$ cat src/rtl/exec_cond_stage.sv
// D->E control register, NZCV flags and condition gating; controls 1 cycle after D, StallE holds E and flags, FlushE loads a bubble.
// Optional perf counters (ExecCnt/SquashCnt) are built only when EXEC_PERF_CNT_EN is defined.
module exec_cond_stage #(
    parameter logic [3:0] FLAGS_INIT = 4'b0000,
    parameter int         CNT_W      = 32
) (
    input  logic             clk,
    input  logic             reset,
    input  logic             StallE,
    input  logic             FlushE,
    input  logic [3:0]       CondD,
    input  logic             PCSD,
    input  logic             RegWD,
    input  logic             MemWD,
    input  logic             MemtoRegD,
    input  logic             ALUSrcD,
    input  logic             NoWriteD,
    input  logic [1:0]       FlagWD,
    input  logic [1:0]       ALUControlD,
    input  logic [3:0]       ALUFlagsE,
    output logic             ValidE,
    output logic             CondExE,
    output logic             PCSrcE,
    output logic             RegWriteE,
    output logic             MemWriteE,
    output logic             MemtoRegE,
    output logic             ALUSrcE,
    output logic [1:0]       ALUControlE,
    output logic [3:0]       Flags,
    output logic [CNT_W-1:0] ExecCnt,
    output logic [CNT_W-1:0] SquashCnt
);

    typedef struct packed {
        logic       valid;
        logic [3:0] cond;
        logic       pcs;
        logic       regw;
        logic       memw;
        logic       memtoreg;
        logic       alusrc;
        logic       nowrite;
        logic [1:0] flagw;
        logic [1:0] aluctl;
    } e_ctrl_t;

    // A bubble carries AL so it can never look like a reserved-condition instruction.
    localparam e_ctrl_t BUBBLE = '{valid: 1'b0, cond: 4'hE, pcs: 1'b0, regw: 1'b0,
                                   memw: 1'b0, memtoreg: 1'b0, alusrc: 1'b0,
                                   nowrite: 1'b0, flagw: 2'b00, aluctl: 2'b00};

    e_ctrl_t    e_d, e_q;
    logic [3:0] flags_d, flags_q;
    logic       cond_pass;
    logic       n_f, z_f, c_f, v_f;

    always_comb begin
        e_d = e_q;
        if (FlushE) begin
            e_d = BUBBLE;
        end else if (!StallE) begin
            e_d = '{valid: 1'b1, cond: CondD, pcs: PCSD, regw: RegWD, memw: MemWD,
                    memtoreg: MemtoRegD, alusrc: ALUSrcD, nowrite: NoWriteD,
                    flagw: FlagWD, aluctl: ALUControlD};
        end
    end

    assign {n_f, z_f, c_f, v_f} = flags_q;

    // Evaluated on committed flags only; ALU flags of the E instruction land at its exit edge.
    always_comb begin
        cond_pass = 1'b0;
        case (e_q.cond)
            4'h0: cond_pass = z_f;
            4'h1: cond_pass = !z_f;
            4'h2: cond_pass = c_f;
            4'h3: cond_pass = !c_f;
            4'h4: cond_pass = n_f;
            4'h5: cond_pass = !n_f;
            4'h6: cond_pass = v_f;
            4'h7: cond_pass = !v_f;
            4'h8: cond_pass = c_f && !z_f;
            4'h9: cond_pass = !c_f || z_f;
            4'hA: cond_pass = (n_f == v_f);
            4'hB: cond_pass = (n_f != v_f);
            4'hC: cond_pass = !z_f && (n_f == v_f);
            4'hD: cond_pass = z_f || (n_f != v_f);
            4'hE: cond_pass = 1'b1;
            default: cond_pass = 1'b0;
        endcase
    end

    assign CondExE     = e_q.valid && cond_pass;
    assign ValidE      = e_q.valid;
    assign PCSrcE      = e_q.pcs && CondExE;
    assign RegWriteE   = e_q.regw && CondExE && !e_q.nowrite;
    assign MemWriteE   = e_q.memw && CondExE;
    assign MemtoRegE   = e_q.memtoreg;
    assign ALUSrcE     = e_q.alusrc;
    assign ALUControlE = e_q.aluctl;
    assign Flags       = flags_q;

    always_comb begin
        flags_d = flags_q;
        if (!StallE && CondExE) begin
            if (e_q.flagw[1]) flags_d[3:2] = ALUFlagsE[3:2];
            if (e_q.flagw[0]) flags_d[1:0] = ALUFlagsE[1:0];
        end
    end

    always_ff @(posedge clk or posedge reset) begin
        if (reset) begin
            e_q     <= BUBBLE;
            flags_q <= FLAGS_INIT;
        end else begin
            e_q     <= e_d;
            flags_q <= flags_d;
        end
    end

`ifdef EXEC_PERF_CNT_EN
    logic [CNT_W-1:0] exec_cnt_d, exec_cnt_q;
    logic [CNT_W-1:0] squash_cnt_d, squash_cnt_q;

    always_comb begin
        exec_cnt_d   = exec_cnt_q;
        squash_cnt_d = squash_cnt_q;
        if (e_q.valid && !StallE) begin
            if (CondExE) begin
                if (exec_cnt_q != '1) exec_cnt_d = exec_cnt_q + CNT_W'(1);
            end else begin
                if (squash_cnt_q != '1) squash_cnt_d = squash_cnt_q + CNT_W'(1);
            end
        end
    end

    always_ff @(posedge clk or posedge reset) begin
        if (reset) begin
            exec_cnt_q   <= '0;
            squash_cnt_q <= '0;
        end else begin
            exec_cnt_q   <= exec_cnt_d;
            squash_cnt_q <= squash_cnt_d;
        end
    end

    assign ExecCnt   = exec_cnt_q;
    assign SquashCnt = squash_cnt_q;
`else
    assign ExecCnt   = '0;
    assign SquashCnt = '0;
`endif

endmodule

$ cat config.mk
export PLATFORM = sky130hd
export DESIGN_NAME = exec_cond_stage
export DESIGN_NICKNAME = d
export VERILOG_FILES = /design/src/rtl/exec_cond_stage.sv
export SDC_FILE = /design/constraint.sdc
export NUM_CORES = 1
export LEC_CHECK = 0
export CORE_MARGIN = 4
export CORE_UTILIZATION = 37
export DETAILED_ROUTE_END_ITERATION = 10
export GPL_ROUTABILITY_DRIVEN = 1
export PLACE_DENSITY = 0.79
export SKIP_CTS_REPAIR_TIMING = 1
export SYNTH_ARGS = -nofsm -noshare
export SYNTH_HDL_FRONTEND = slang
export SYNTH_SLANG_ARGS = --single-unit
$ cat constraint.sdc
create_clock -name clk -period 2.36 [get_ports clk]
set_input_delay 0.354 -clock clk [delete_from_list [all_inputs] [get_ports clk]]
set_output_delay 0.354 -clock clk [all_outputs]
set_load 0.02 [all_outputs]
# Word-level counts from Yosys, hierarchy flattened
# Cells that the tools add are included.
# op_classes
eq_ne,17
n_mux,3
reduce_logical,19
# ops
op,count
$mux 15,2
$eq 4x4->1 const B,7
$eq 4x3->1 const B,4
$pmux 1 s15,1
$eq 4x2->1 const B,2
$logic_and 1x1->1,8
$logic_not 1->1,6
$eq 4x1->1 const B,1
$logic_not 4->1,1
$reduce_and 2->1,2
$logic_or 1x1->1,2
$ne 2x1->1 const B,1
$eq 1x1->1,1
$ne 1x1->1,1
# word_totals
reg_bits,19
in_bits,22
out_inout_bits,77
wordCells,51

# Longest topological paths before layout
# depth
ltp_word,6
ltp_mapped,7
ltp_nobuf,6

# Least setup slack after synthesis
# No wires, ideal clock.
# synth_path
path_kind,register to output
start,register e_q[13] (netlist name)
end,output RegWriteE
arrival_time_ns,1.852
t_required_ns,2.006
setup_slack_ns,0.154
path_stages_with_launch,7
path_buffers,1
cell_sequence,dfstp_2 -> buf_4 -> and2_4 -> or3b_1 -> a41o_1 -> a31oi_4 -> and3b_1
# synth_via
elab_chain_len,5
word_cells_on_any_way,19
# synth_rtl
item,line,rtl
start: declaration,52,"e_ctrl_t e_d, e_q;"
start signal: assignment,113,e_q <= BUBBLE;
start signal: assignment,116,e_q <= e_d;
$eq 4x4->1 (tied with other cells),73,case (e_q.cond)
$pmux 1 s15 (*),73,
$logic_and 1x1->1 (*),93,assign CondExE = e_q.valid && cond_pass;
net CondExE,22,"output logic CondExE,"
$logic_and 1x1->1 (*) (2 in a row),96,assign RegWriteE = e_q.regw && CondExE && !e_q.nowrite;
end: declaration,24,"output logic RegWriteE,"
# The timed path passes the listed nets; every way through them passes the cells marked *.

# Worst setup path after layout
# layout_path
start,register e_q[12] (netlist name)
end,output RegWriteE
# layout_via
elab_chain_len,5
word_cells_on_any_way,19
# layout_rtl
item,line
$eq 4x4->1 (tied with other cells),73
$pmux 1 s15 (*),73
$logic_and 1x1->1 (*),93
$logic_and 1x1->1 (*) (2 in a row),96
# Mark *: on every way between the ends. The rest lies on a longest branch, timed or not.

==> out/results.txt <==
DR vias: 1056
Hold Worst Slack: 499 ps
Syn. warnings: 0
Crit path max-delay family: simple AND/OR/NAND/NOR gates
initial core utilization: 38.2%
Die W: 72.2 µm
Avg Cell Area, Syn: 9.42 µm²
static leakage: 0.000925 µW
crit path max fanout: 5
clk_skew: 3.10 ps
DRC: 0
leading cell type in the layout, fill and taps excluded: conb_1
Worst path slowest cell: dfstp_2
io pins: 99
Critical Path Max Stage Delay: 400 ps
root cell of the clock tree: clkbuf_8
clk_lat worst skew: 250 ps
final WL: 2820 µm
CP Capture Type: output pin
die area: 5220 µm²
Num Clock Sinks: 19
DP HPWL: 2380 µm
power density cells: 582 nW/µm²
Layout area overhead: 17.4%
Primary FF master, synth: dfrtp_1
dpl ws: -183 ps
post-synthesis register bit count: 19
post-synth cell types: 35
Crit Path Category: flop to output pin
DRT Pass-1 Iters: 5
Final Cycle Share: 97.4%
GPL Wtd Cong: 0.868
Layout Nets: 227
asr flop ratio synth: 100%
H-tree Lvls: 1
first-pass GRT wire length: 4260 µm
critical path, cell by cell: and2_4 -> or3b_1 -> a41o_1 -> a31oi_4 -> and3b_1 -> buf_4
Slew headroom: 54.0%
row count: 23
actual slew at the worst max-slew pin: 690 ps
PnR Total Power: 1040 µW
gr usage total: 10.3%
Worst Hold Class: input port to asynchronous set/reset pin
Placed Area: 1740 µm²
post-route setup slack: 62.0 ps
PortBufs: 34
startpoint types: flop
# setup viols final: 0
Max IR drop VDD: 0.000465 V
Post-synth EDFFs: 0
largest area contributor in the netlist: buf_4
Seq/Total Area, Yosys: 31.4%
multi-input combinational cell area: 756 µm²
Avg Vias per Cell: 4.16
Initial DRC Count: 23
crit path DAT: 1940 ps
share of cells above drive strength 1: 15.2%
clock transition at the registers of the reported paths: 70 ps
outcome: finished, final reports clean
CTS tree: built
Finished Cell Area: 1790 µm²
Synth Instances: 162
Final ANT Viol Nets: 0
RSZ-0062 raised after global routing: yes
Worst Path Required: 2010 ps
Fillers: 404
minimum clock period: 2300 ps
TritonCTS Buffers: 3
Max Freq: 0.435 GHz
vias in the first global route: 968
GRT overflow: 0
FF+latch area: 479 µm²
core footprint: 4000 µm²
Max Slew Vio Count: 0
CTS Buffer Depth: 2
Max-Cap Viols: 0
Synth area leaders: buf_4, dfrtp_1, mux2i_1
diode count: 0
worst path bufs/invs: 1
pin count of the biggest net entering global routing: 20
top cell type's share of synthesized area: 33.0%
antenna violations before repair: 0
Netlist Area Pre-Place: 1530 µm²
wire per inst: 11.1 µm
most frequent cells in the layout: conb_1, clkdlybuf4s50_1, buf_4, dfrtp_1, nor2_1
Hold Vio Cnt, Final: 0
Die H: 72.2 µm
## worst paths after layout
path | from | end | slack [ps] | cells after the start
max | e_q[12]$_DFFE_PP1P_ | RegWriteE | 60 | 6
min | reset | ALUControlE[0]$_DFFE_PP0P_ | 500 | 2
max reg2reg | e_q[12]$_DFFE_PP1P_ | Flags[1]$_DFFE_PP0P_ | 300 | 7
min reg2reg | MemtoRegE$_DFFE_PP0P_ | MemtoRegE$_DFFE_PP0P_ | 520 | 2
max in group asynchronous | reset | Flags[1]$_DFFE_PP0P_ | 1420 | 2
min in group clk | MemtoRegE$_DFFE_PP0P_ | MemtoRegE$_DFFE_PP0P_ | 520 | 2
## cell type report
cell class              instances  area share [%]
multi-input cells             131            42.2
clock inverters                 1           0.279
clock buffers                   3            2.30
inverters                       2           0.419
well taps                      50            3.49
flip-flops and latches         19            26.7
repair buffers                 48            24.6
## cell families after synthesis
group,count (synthesis),synth area share (%)
XOR/XNOR,3,1.72
flip-flops,19,31.4
buffers and inverters,75,35.5
multiplexers,16,10.8
AND/OR/NAND/NOR,36,13.4
other,1,0.246
AO/OA/AOI/OAI,12,6.97
## per-stage QoR
stage / setup TNS [ps] / utilization (%) / cells
2_1_floorplan: 0 / - / 225
5_1_grt: -24.7 / 44.8 / 254
4_1_cts: -1730 / 44.6 / 254
3_3_place_gp: -333 / 43.4 / 250
6_report: 0 / 44.8 / 254
3_5_place_dp: -524 / 43.4 / 250
## worst register-to-register path, cell delays in order (launching register included)
cell and delay, ps:
dfstp_2 400, and2_4 160, or3b_1 340, a41o_1 260, a31oi_4 210, buf_4 160, nand3b_2 90, mux2_1 330
## report_power, final
part / internal [µW] / switching [µW]
Clock: 117 / 102
Combinational: 187 / 235
Sequential: 363 / 38.3
Total: 667 / 375
## cell usage after synthesis (3+ instances only)
master	number
buf_4	67
dfrtp_1	16
nor2_1	13
mux2i_1	12
clkbuf_1	4
mux2_1	4
a211o_1	3
dfstp_2	3
nand2_1	3
nand2b_1	3
nor2b_1	3
## sequential cells by signal (all words and copies together) (netlist names)
name / cells
ALUControlE: 2
e_q: 10
MemtoRegE: 1
ALUSrcE: 1
ValidE: 1
Flags: 4
## metal layers
| metal | global-route usage, % | vias up | wire [µm] | part of all wire, % |
|---|---|---|---|---|
| met1 | 10.4 | 498 | 903 | 32 |
| met2 | 18.8 | 70 | 1490 | 53 |
| met4 | 4.18 | 0 | 63 | 2.2 |
| met3 | 3.88 | 6 | 364 | 13 |
| met5 | 0 | - | 0 | 0 |
| li1 | - | 482 | - | - |
Power figures use the tool's default switching activity.
